[src/rtl/bell_buzzer_drv_57_if.sv]
// Request/response bundle between the chime comparator and the bell pattern generator.
// The requester drives the sound request and silence key; the driver returns the pin and status levels.
interface bell_buzzer_drv_57_if;
    logic sound_e_57;
    logic sound_model_57;
    logic stop_57;
    logic buzzer_57;
    logic led_57;
    logic busy_57;
    logic done_57;

    modport master (
        output sound_e_57,
        output sound_model_57,
        output stop_57,
        input  buzzer_57,
        input  led_57,
        input  busy_57,
        input  done_57
    );

    modport slave (
        input  sound_e_57,
        input  sound_model_57,
        input  stop_57,
        output buzzer_57,
        output led_57,
        output busy_57,
        output done_57
    );
endinterface

[src/rtl/bell_buzzer_drv_57.sv]
// Bell pattern generator: turns each rising request edge into a timed series of tone beeps
// (alarm or hourly chime), mirrors ON phases on an LED and pulses done at the end or on silence.
module bell_buzzer_drv_57 #(
    parameter int MS_DIV       = 50000,
    parameter int ALARM_HALF   = 12500,
    parameter int CHIME_HALF   = 25000,
    parameter int ALARM_ON_MS  = 500,
    parameter int ALARM_OFF_MS = 500,
    parameter int ALARM_BEEPS  = 60,
    parameter int CHIME_ON_MS  = 200,
    parameter int CHIME_OFF_MS = 200,
    parameter int CHIME_BEEPS  = 3
) (
    input  logic                    clk_50m_57,
    input  logic                    rst_n_57,
    bell_buzzer_drv_57_if.slave     bus
);

    typedef enum logic [1:0] {
        ST_IDLE = 2'd0,
        ST_ON   = 2'd1,
        ST_OFF  = 2'd2
    } state_t;

    localparam logic [15:0] PRESC_M1 = 16'(MS_DIV - 1);

    // Per-mode timing tables, index 0 = alarm, 1 = chime; stored as terminal (N-1) values.
    logic [15:0] half_m1_tab [2];
    logic [9:0]  on_m1_tab   [2];
    logic [9:0]  off_m1_tab  [2];
    logic [6:0]  beeps_tab   [2];

    genvar gi;
    generate
        for (gi = 0; gi < 2; gi++) begin : g_mode
            localparam int HALF  = (gi == 0) ? ALARM_HALF   : CHIME_HALF;
            localparam int ON_T  = (gi == 0) ? ALARM_ON_MS  : CHIME_ON_MS;
            localparam int OFF_T = (gi == 0) ? ALARM_OFF_MS : CHIME_OFF_MS;
            localparam int BEEPS = (gi == 0) ? ALARM_BEEPS  : CHIME_BEEPS;
            assign half_m1_tab[gi] = 16'(HALF - 1);
            assign on_m1_tab[gi]   = 10'(ON_T - 1);
            assign off_m1_tab[gi]  = 10'(OFF_T - 1);
            assign beeps_tab[gi]   = 7'(BEEPS);
        end
    endgenerate

    state_t      state_reg;
    state_t      state_next;
    logic        e_d_reg;
    logic        mode_reg;
    logic [6:0]  beep_cnt_reg;
    logic [15:0] presc_reg;
    logic [9:0]  phase_reg;
    logic [15:0] tone_reg;
    logic        buzzer_reg;
    logic        stop_done_reg;

    logic        start;
    logic        preempt;
    logic        tick;
    logic        on_end;
    logic        off_end;
    logic        end_now;
    logic        load_seq;
    logic        stop_done_next;

    assign start   = bus.sound_e_57 & ~e_d_reg;
    // Only an alarm request may cut short a running chime.
    assign preempt = start & ~bus.sound_model_57 & mode_reg;
    assign tick    = (presc_reg == PRESC_M1);
    assign on_end  = tick && (phase_reg == on_m1_tab[mode_reg]);
    assign off_end = tick && (phase_reg == off_m1_tab[mode_reg]);
    assign end_now = (state_reg == ST_OFF) && off_end && (beep_cnt_reg == 7'd0);

    always_ff @(posedge clk_50m_57 or negedge rst_n_57) begin
        if (!rst_n_57) begin
            state_reg <= ST_IDLE;
        end else begin
            state_reg <= state_next;
        end
    end

    always_comb begin
        state_next     = state_reg;
        load_seq       = 1'b0;
        stop_done_next = 1'b0;
        unique case (state_reg)
            ST_IDLE: begin
                if (start) begin
                    load_seq   = 1'b1;
                    state_next = ST_ON;
                end
            end
            ST_ON: begin
                if (bus.stop_57) begin
                    state_next     = ST_IDLE;
                    stop_done_next = 1'b1;
                end else if (preempt) begin
                    load_seq   = 1'b1;
                    state_next = ST_ON;
                end else if (on_end) begin
                    state_next = ST_OFF;
                end
            end
            ST_OFF: begin
                if (bus.stop_57) begin
                    state_next     = ST_IDLE;
                    // A natural end already pulses done this cycle; avoid a second pulse.
                    stop_done_next = ~end_now;
                end else if (preempt) begin
                    load_seq   = 1'b1;
                    state_next = ST_ON;
                end else if (off_end) begin
                    state_next = (beep_cnt_reg == 7'd0) ? ST_IDLE : ST_ON;
                end
            end
            default: begin
                state_next = ST_IDLE;
            end
        endcase
    end

    always_ff @(posedge clk_50m_57 or negedge rst_n_57) begin
        if (!rst_n_57) begin
            e_d_reg       <= 1'b0;
            mode_reg      <= 1'b0;
            beep_cnt_reg  <= 7'd0;
            presc_reg     <= 16'd0;
            phase_reg     <= 10'd0;
            tone_reg      <= 16'd0;
            buzzer_reg    <= 1'b0;
            stop_done_reg <= 1'b0;
        end else begin
            e_d_reg       <= bus.sound_e_57;
            stop_done_reg <= stop_done_next;
            if (load_seq) begin
                mode_reg     <= bus.sound_model_57;
                beep_cnt_reg <= beeps_tab[bus.sound_model_57];
                presc_reg    <= 16'd0;
                phase_reg    <= 10'd0;
                tone_reg     <= 16'd0;
                buzzer_reg   <= 1'b1;
            end else if (state_next != state_reg) begin
                presc_reg  <= 16'd0;
                phase_reg  <= 10'd0;
                tone_reg   <= 16'd0;
                buzzer_reg <= (state_next == ST_ON);
                if (state_next == ST_OFF) begin
                    beep_cnt_reg <= beep_cnt_reg - 7'd1;
                end
            end else if (state_reg != ST_IDLE) begin
                if (tick) begin
                    presc_reg <= 16'd0;
                    phase_reg <= phase_reg + 10'd1;
                end else begin
                    presc_reg <= presc_reg + 16'd1;
                end
                if (state_reg == ST_ON) begin
                    if (tone_reg == half_m1_tab[mode_reg]) begin
                        tone_reg   <= 16'd0;
                        buzzer_reg <= ~buzzer_reg;
                    end else begin
                        tone_reg <= tone_reg + 16'd1;
                    end
                end
            end
        end
    end

    assign bus.buzzer_57 = buzzer_reg & (state_reg == ST_ON);
    assign bus.led_57    = (state_reg == ST_ON);
    assign bus.busy_57   = (state_reg != ST_IDLE);
    assign bus.done_57   = end_now | stop_done_reg;

endmodule

[src/flat_wrapper.sv]
// flat-port wrapper written by rule: the top's interface ports become plain ports
module bell_buzzer_drv_57_flat 
#(
    parameter int MS_DIV       = 50000,
    parameter int ALARM_HALF   = 12500,
    parameter int CHIME_HALF   = 25000,
    parameter int ALARM_ON_MS  = 500,
    parameter int ALARM_OFF_MS = 500,
    parameter int ALARM_BEEPS  = 60,
    parameter int CHIME_ON_MS  = 200,
    parameter int CHIME_OFF_MS = 200,
    parameter int CHIME_BEEPS  = 3
)
  (clk_50m_57, rst_n_57, bus_sound_e_57, bus_sound_model_57, bus_stop_57, bus_buzzer_57, bus_led_57, bus_busy_57, bus_done_57);
  bell_buzzer_drv_57_if bus_i ();
  input  logic clk_50m_57;
  input  logic rst_n_57;
  input wire logic [$bits(bus_i.sound_e_57)-1:0] bus_sound_e_57;
  input wire logic [$bits(bus_i.sound_model_57)-1:0] bus_sound_model_57;
  input wire logic [$bits(bus_i.stop_57)-1:0] bus_stop_57;
  output wire logic [$bits(bus_i.buzzer_57)-1:0] bus_buzzer_57;
  output wire logic [$bits(bus_i.led_57)-1:0] bus_led_57;
  output wire logic [$bits(bus_i.busy_57)-1:0] bus_busy_57;
  output wire logic [$bits(bus_i.done_57)-1:0] bus_done_57;
  assign bus_i.sound_e_57 = bus_sound_e_57;
  assign bus_i.sound_model_57 = bus_sound_model_57;
  assign bus_i.stop_57 = bus_stop_57;
  assign bus_buzzer_57 = bus_i.buzzer_57;
  assign bus_led_57 = bus_i.led_57;
  assign bus_busy_57 = bus_i.busy_57;
  assign bus_done_57 = bus_i.done_57;
  bell_buzzer_drv_57 #(.MS_DIV(MS_DIV), .ALARM_HALF(ALARM_HALF), .CHIME_HALF(CHIME_HALF), .ALARM_ON_MS(ALARM_ON_MS), .ALARM_OFF_MS(ALARM_OFF_MS), .ALARM_BEEPS(ALARM_BEEPS), .CHIME_ON_MS(CHIME_ON_MS), .CHIME_OFF_MS(CHIME_OFF_MS), .CHIME_BEEPS(CHIME_BEEPS)) u_core (.clk_50m_57(clk_50m_57), .rst_n_57(rst_n_57), .bus(bus_i));
endmodule
[config.mk]
export PLATFORM = sky130hd
export DESIGN_NAME = bell_buzzer_drv_57_flat
export DESIGN_NICKNAME = d
export VERILOG_FILES = /design/src/rtl/bell_buzzer_drv_57_if.sv /design/src/rtl/bell_buzzer_drv_57.sv /design/src/flat_wrapper.sv
export SDC_FILE = /design/constraint.sdc
export NUM_CORES = 1
export LEC_CHECK = 0
export ABC_AREA = 1
export BUFFER_PORTS_ARGS = -buffer_cell sky130_fd_sc_hd__buf_4
export CAP_MARGIN = 10
export CORE_UTILIZATION = 30
export CTS_CLUSTER_DIAMETER = 100
export CTS_CLUSTER_SIZE = 16
export DETAILED_ROUTE_END_ITERATION = 10
export PLACE_DENSITY = 0.48
export SYNTH_ARGS = -nofsm -noshare
export SYNTH_HDL_FRONTEND = slang
export SYNTH_SLANG_ARGS = --single-unit
export TNS_END_PERCENT = 100
[constraint.sdc]
create_clock -name clk_50m_57 -period 2.4 [get_ports clk_50m_57]
set_input_delay 0 -clock clk_50m_57 [delete_from_list [all_inputs] [get_ports clk_50m_57]]
set_output_delay 0 -clock clk_50m_57 [all_outputs]
set_load 0.05 [all_outputs]
After elaboration in Yosys (flattened, before gate mapping):

Cells that the tools add are included.

* bits in registers: 55
* latch bits: 0
* bits in writable memories: 0
* bits in read-only memories: 0
* input bits: 5
* output and inout bits: 4
* word-level logic and storage cells: 97
* memories: 0

* add/sub/neg operators: 4
* multiply operators: 0
* div/mod/pow operators: 0
* magnitude comparators: 2
* eq/ne operators: 8
* shifts and indexed selects: 0
* mux-type cells: 46
* bitwise operators: 11
* reduce and logical (&&, ||, !) cells: 17

Operators with widths (number)
* $mux 16: 11
* $mux 10: 6
* $mux 7: 5
* $add 16x1->16 const B: 2
* $eq 16x16->1: 1
* $eq 16x16->1 const B: 1
* $mux 15: 1
* $mux 2: 7
* $reduce_bool 3->1: 4
* $mux 1: 11
* $add 10x1->10 const B: 1
* $eq 10x10->1: 1
* $mux 9: 1
* $logic_not 7->1: 1
* $sub 7x1->7 const B: 1
* $mux 6: 1
* $pmux 2 s3: 1
* $reduce_and 2->1: 3
* $reduce_bool 2->1: 3
* $and 1x1->1: 4
* $eq 2x1->1 const B: 2
* $eq 2x2->1 const B: 2
* $ge 2x2->1 const B: 2
* $not 1->1: 4
* other kinds (8): 12

Logic depth before layout (Yosys ltp):

* depth in word-level cells: 14
* gate-level depth with buffers: 20
* gate-level depth less buffers: 20

Worst setup path after synthesis:

No wires, ideal clock.

* kind: register -> register
* start point: register u_core.state_reg[0]
* end point: register u_core.tone_reg[7]
* library setup time: 0.067 ns
* data arrival time: 2.306 ns
* data required time: 2.333 ns
* path slack: 0.027 ns
* stages on the path, launching flop included: 17
* buffers on the path: 2
* clock period less this slack: 2.373 ns
* cells stage by stage: dfrtp_1 > inv_1 > ha_1 > buf_2 > clkinv_1 > nor3_1 > inv_1 > nand2_2 > nand2_2 > nand2_2 > nand2_4 > nor2_8 > nand2_4 > nor2_8 > buf_8 > nand2_2 > nand2_1

* cells in the longest elaborated chain, start to end: 7
* elaborated cells between the ends (all ways): 20
* classes of those cells: 3 x eq/ne; 11 x mux; 6 x reduce/logical

Ends and longest elaborated chain
* start: declaration: line bell_buzzer_drv_57.sv:47 `state_t state_reg;`
* start signal: assignment: line bell_buzzer_drv_57.sv:79 `state_reg <= state_next;`
* $mux 2 (on tied branches): line bell_buzzer_drv_57.sv:113, bell_buzzer_drv_57.sv:101
* $mux 2 (on tied branches): line bell_buzzer_drv_57.sv:110, bell_buzzer_drv_57.sv:98
* $mux 2 (on tied branches): line bell_buzzer_drv_57.sv:106, bell_buzzer_drv_57.sv:95
* $pmux 2 s3: line bell_buzzer_drv_57.sv:87 `unique case (state_reg)`
* $ne 2x2->1: line bell_buzzer_drv_57.sv:143 `end else if (state_next != state_reg) begin`
* $reduce_bool 3->1 (no source line) / $mux 16 (equally long branches)
* $reduce_and 2->1 (no source line) / $mux 16 (equally long branches)
* end signal: assignment: line bell_buzzer_drv_57.sv:163 `tone_reg <= tone_reg + 16'd1;`
* end: declaration: line bell_buzzer_drv_57.sv:54 `logic [15:0] tone_reg;`

Parallel ways exist; a longest one is shown, timed or not.
A chain may end at the register's enable or synchronous reset.

Worst setup path after layout:

* start point: register u_core.presc_reg[1]
* end point: register u_core.tone_reg[2]

* cells in the longest elaborated chain, start to end: 9
* elaborated cells between the ends (all ways): 15
* classes of those cells: 2 x eq/ne; 9 x mux; 4 x reduce/logical

Ends and longest elaborated chain
* start: declaration: line bell_buzzer_drv_57.sv:52 `logic [15:0] presc_reg;`
* start signal: assignment: line bell_buzzer_drv_57.sv:156 `presc_reg <= presc_reg + 16'd1;`
* $eq 16x16->1 (*): line bell_buzzer_drv_57.sv:70 `assign tick = (presc_reg == PRESC_M1);`
* $logic_and 1x1->1 (*): line bell_buzzer_drv_57.sv:71, bell_buzzer_drv_57.sv:72
* $mux 2 (on tied branches): line bell_buzzer_drv_57.sv:113, bell_buzzer_drv_57.sv:101
* $mux 2 (on tied branches): line bell_buzzer_drv_57.sv:110, bell_buzzer_drv_57.sv:98
* $mux 2 (on tied branches): line bell_buzzer_drv_57.sv:106, bell_buzzer_drv_57.sv:95
* $pmux 2 s3 (*): line bell_buzzer_drv_57.sv:87
* $ne 2x2->1 (*): line bell_buzzer_drv_57.sv:143
* $reduce_bool 3->1 (no source line) / $mux 16 (equally long branches)
* $reduce_and 2->1 (no source line) / $mux 16 (equally long branches)

Mark *: on every way between the ends. The rest lies on a longest branch, timed or not.

==> flow_metrics.py <==
metrics = {
    "timing": {
        "finalHoldViolCount": 0,
        "slew_headroom": 0.499,
        "drv_slew": 0,
        "fin_ws_ps": 61.1,
        "rsz0062_at_grt": "true",
        "post-route-period-util": 0.975,
        "max_freq_mhz": 428,
        "tightestPinTransition_ps": 752,
        "period_minus_slack_ps": 2340,
        "setup_tns_ps": 0,
        "clock_skew_ps": 7.98,
        "setup_viol": 0,
    },
    "routing": {
        "vias_per_cell": 4.81,
        "drt_first_pass_iters": 4,
        "drc": 0,
        "drtIter0Drc": 141,
        "wire_per_inst_um": 13.4,
        "num_vias": 3803,
        "drt_wl_total_mm": 10.6,
        "ant_nets": 0,
    },
    "pwr": {
        "combPwrFrac": 0.590,
        "p_switching_uw": 2110,
        "p_leak_uw": 0.00256,
        "pwr-share-clk": 0.175,
        "ir_drop_mv": 0.421,
        "power_frac_seq": 0.235,
        "internal-power_uw": 2750,
        "p_per_area_nw_per_um2": 963,
        "switching_share": 0.434,
        "total_power_uw": 4860,
    },
    "die": {
        "dieHeight_um": 117,
        "initial_core_util": 0.311,
        "rows": 41,
        "die_x_um": 117,
        "dieArea_um2": 13700,
        "ios": 9,
        "core_area_um2": 12800,
    },
    "yosys": {
        "ys_ff_latch": 55,
        "seq_area_frac_synth": 0.346,
        "synth_warnings": 0,
        "syn_nets": 579,
        "ys_types": 30,
        "netlist_area_um2": 3970,
        "syn_avg_cell_area_um2": 7.03,
        "synthCells": 565,
    },
    "outcome": {
        "status": "finished, final reports clean",
    },
    "layout": {
        "drive_gt1_frac": 0.212,
        "areaGrowthSynthToFinish_pct": 27.1,
        "nets": 632,
        "final_common_cell": "nand2_1",
        "fin_util": 0.395,
        "diodes": 0,
        "final_cell_mix": "150 x nand2_1, 59 x nor2_1, 58 x inv_1",
    },
    "setup_path": {
        "rrSetupSlack_ps": 60,
        "rr_startpoint": "u_core.presc_reg[1]",
        "cp-endpoint": "u_core.tone_reg[2]",
        "cp-start-kind": "register",
        "worstSetupEndpointType": "register",
        "reg2reg_to": "u_core.tone_reg[2]",
        "cp.arrival_ps": 2590,
        "startpoint": "u_core.presc_reg[1]",
        "crit_fanout": 7,
        "path_class": "register to register",
        "worstPathRequired_ps": 2650,
        "reg2regPathDepth": 18,
    },
    "place": {
        "io_buffers": 8,
        "hpwlAfterDp_mm": 6.83,
        "gp_congestion": 0.801,
        "place_ws_ps": 20.1,
    },
    "clock_tree": {
        "clkTransAtPathRegs_ps": 70,
        "cts_buffer_depth": 2,
        "cts_buffers": 5,
        "clockRootBuffer": "clkbuf_16",
        "cts_tree": "built",
        "htreeDepth": 2,
        "clk-insertion-delay-late_ps": 310,
        "clock_sinks": 55,
    },
    "min_path": {
        "min_path_type": "input port to async pin",
    },
    "global_route": {
        "grt_pass1_wl_mm": 17.6,
        "grt_antenna_before_repair": 0,
        "grt_overflow": 0,
        "grt_usage": 0.165,
        "grt_max_degree": 56,
        "grt_pass1_vias": 3622,
    },
    "flow_run": {
        "drv_cap": 0,
    },
}
==> cells by family after synthesis <==
family | after synthesis | share of synthesized area
AOI/OAI and AO/OA | 28 | 0.0507
buffers and inverters | 84 | 0.0866
xor gates and xnor gates | 35 | 0.0771
and+or+nand+nor | 354 | 0.411
DFF | 55 | 0.346
adders and majority gates | 9 | 0.0283
==> worst max-delay path, cell delays in order, from the launching register on <==
cell	delay [ps]
dfrtp_1	360
ha_2	190
nand2_2	70
nor2_4	130
nand2_2	70
nor2_4	120
nand2_2	110
a21oi_2	130
nand2_1	70
nand2_2	80
nand2_2	70
nand2_2	90
nand2_4	70
nor2_8	190
nand2_8	120
nor2_8	140
buf_12	140
nand2_2	40
nand2_1	60
==> repair_timing <==
item / in CTS / in global routing
gates cloned: 0 / 5
setup buffers: 2 / 8
pin swaps: 1 / 18
hold endpoints to repair: 58 / 0
setup endpoints to repair: 1 / 50
hold buffers: 4 / 0
resized for setup: 0 / 53
==> area by class of cell <==
cell class	count	area, um2
Timing Repair Buffer	67	632
Clock buffer	6	129
Multi-Input combinational cell	428	2440
Inverter	61	229
Sequential cell	55	1380
Fill cell	1340	7720
Clock inverter	1	30.0
Tap cell	172	215
==> layer usage <==
metal / global-route usage / wire length, um
met5: 0 / 0
met4: 0.0540 / 134
met3: 0.0371 / 403
met2: 0.264 / 4850
met1: 0.220 / 5220
==> power groups by stage <==
stage,logic (uW),registers (uW),clock network (uW)
CTS,2200,1130,884
global route,3150,1160,915
global placement,2050,1150,0
finish,2870,1140,849
detailed placement,2060,1150,0
floorplan,1500,1150,0
==> cell usage after synthesis <==
cell type | instances | area (um2)
nand2_1 | 169 | 634
nor2_1 | 65 | 244
inv_1 | 60 | 225
dfrtp_1 | 55 | 1380
nand4_1 | 44 | 275
nand3_1 | 30 | 150
xor2_1 | 30 | 263
nand2_2 | 14 | 87.6
clkbuf_1 | 13 | 48.8
nor3_1 | 12 | 60.1
o2111ai_1 | 11 | 96.3
ha_1 | 9 | 113
buf_2 | 8 | 40.0
o21ai_0 | 7 | 35.0
xnor2_1 | 5 | 43.8
a21oi_1 | 4 | 20.0
nor3b_1 | 4 | 30.0
nor4_1 | 4 | 25.0
nor2_8 | 3 | 60.1
o211ai_1 | 3 | 22.5
or2_2 | 3 | 18.8
nand2_4 | 2 | 22.5
nor2_2 | 2 | 12.5
o21bai_1 | 2 | 15.0
and3_1 | 1 | 6.26
buf_6 | 1 | 11.3
buf_8 | 1 | 15.0
clkinv_1 | 1 | 3.75
nor2b_1 | 1 | 6.26
o211ai_2 | 1 | 12.5
==> stage by stage <==
| step | hold WS [ps] | cells | cell area, um2 |
|---|---|---|---|
| global route | 356 | 790 | 5050 |
| CTS | 342 | 777 | 4700 |
| detailed placement | 121 | 764 | 4460 |
| floorplan | -296 | 565 | 3970 |
| global placement | 119 | 764 | 4460 |
| finish | 283 | 790 | 5050 |
==> how the worst min path moves through the flow <==
stage,slack [ps],depth (start not counted),end,startpoint
4_1_cts,340,2,u_core.e_d_reg,bus_sound_e_57
2_1_floorplan,-300,0,u_core.beep_cnt_reg[0],rst_n_57
3_5_place_dp,120,1,u_core.tone_reg[0],rst_n_57
6_report,280,2,u_core.tone_reg[1],rst_n_57
5_1_grt,360,2,u_core.e_d_reg,bus_sound_e_57
3_3_place_gp,120,1,u_core.tone_reg[1],rst_n_57
Power figures use the tool's default switching activity.
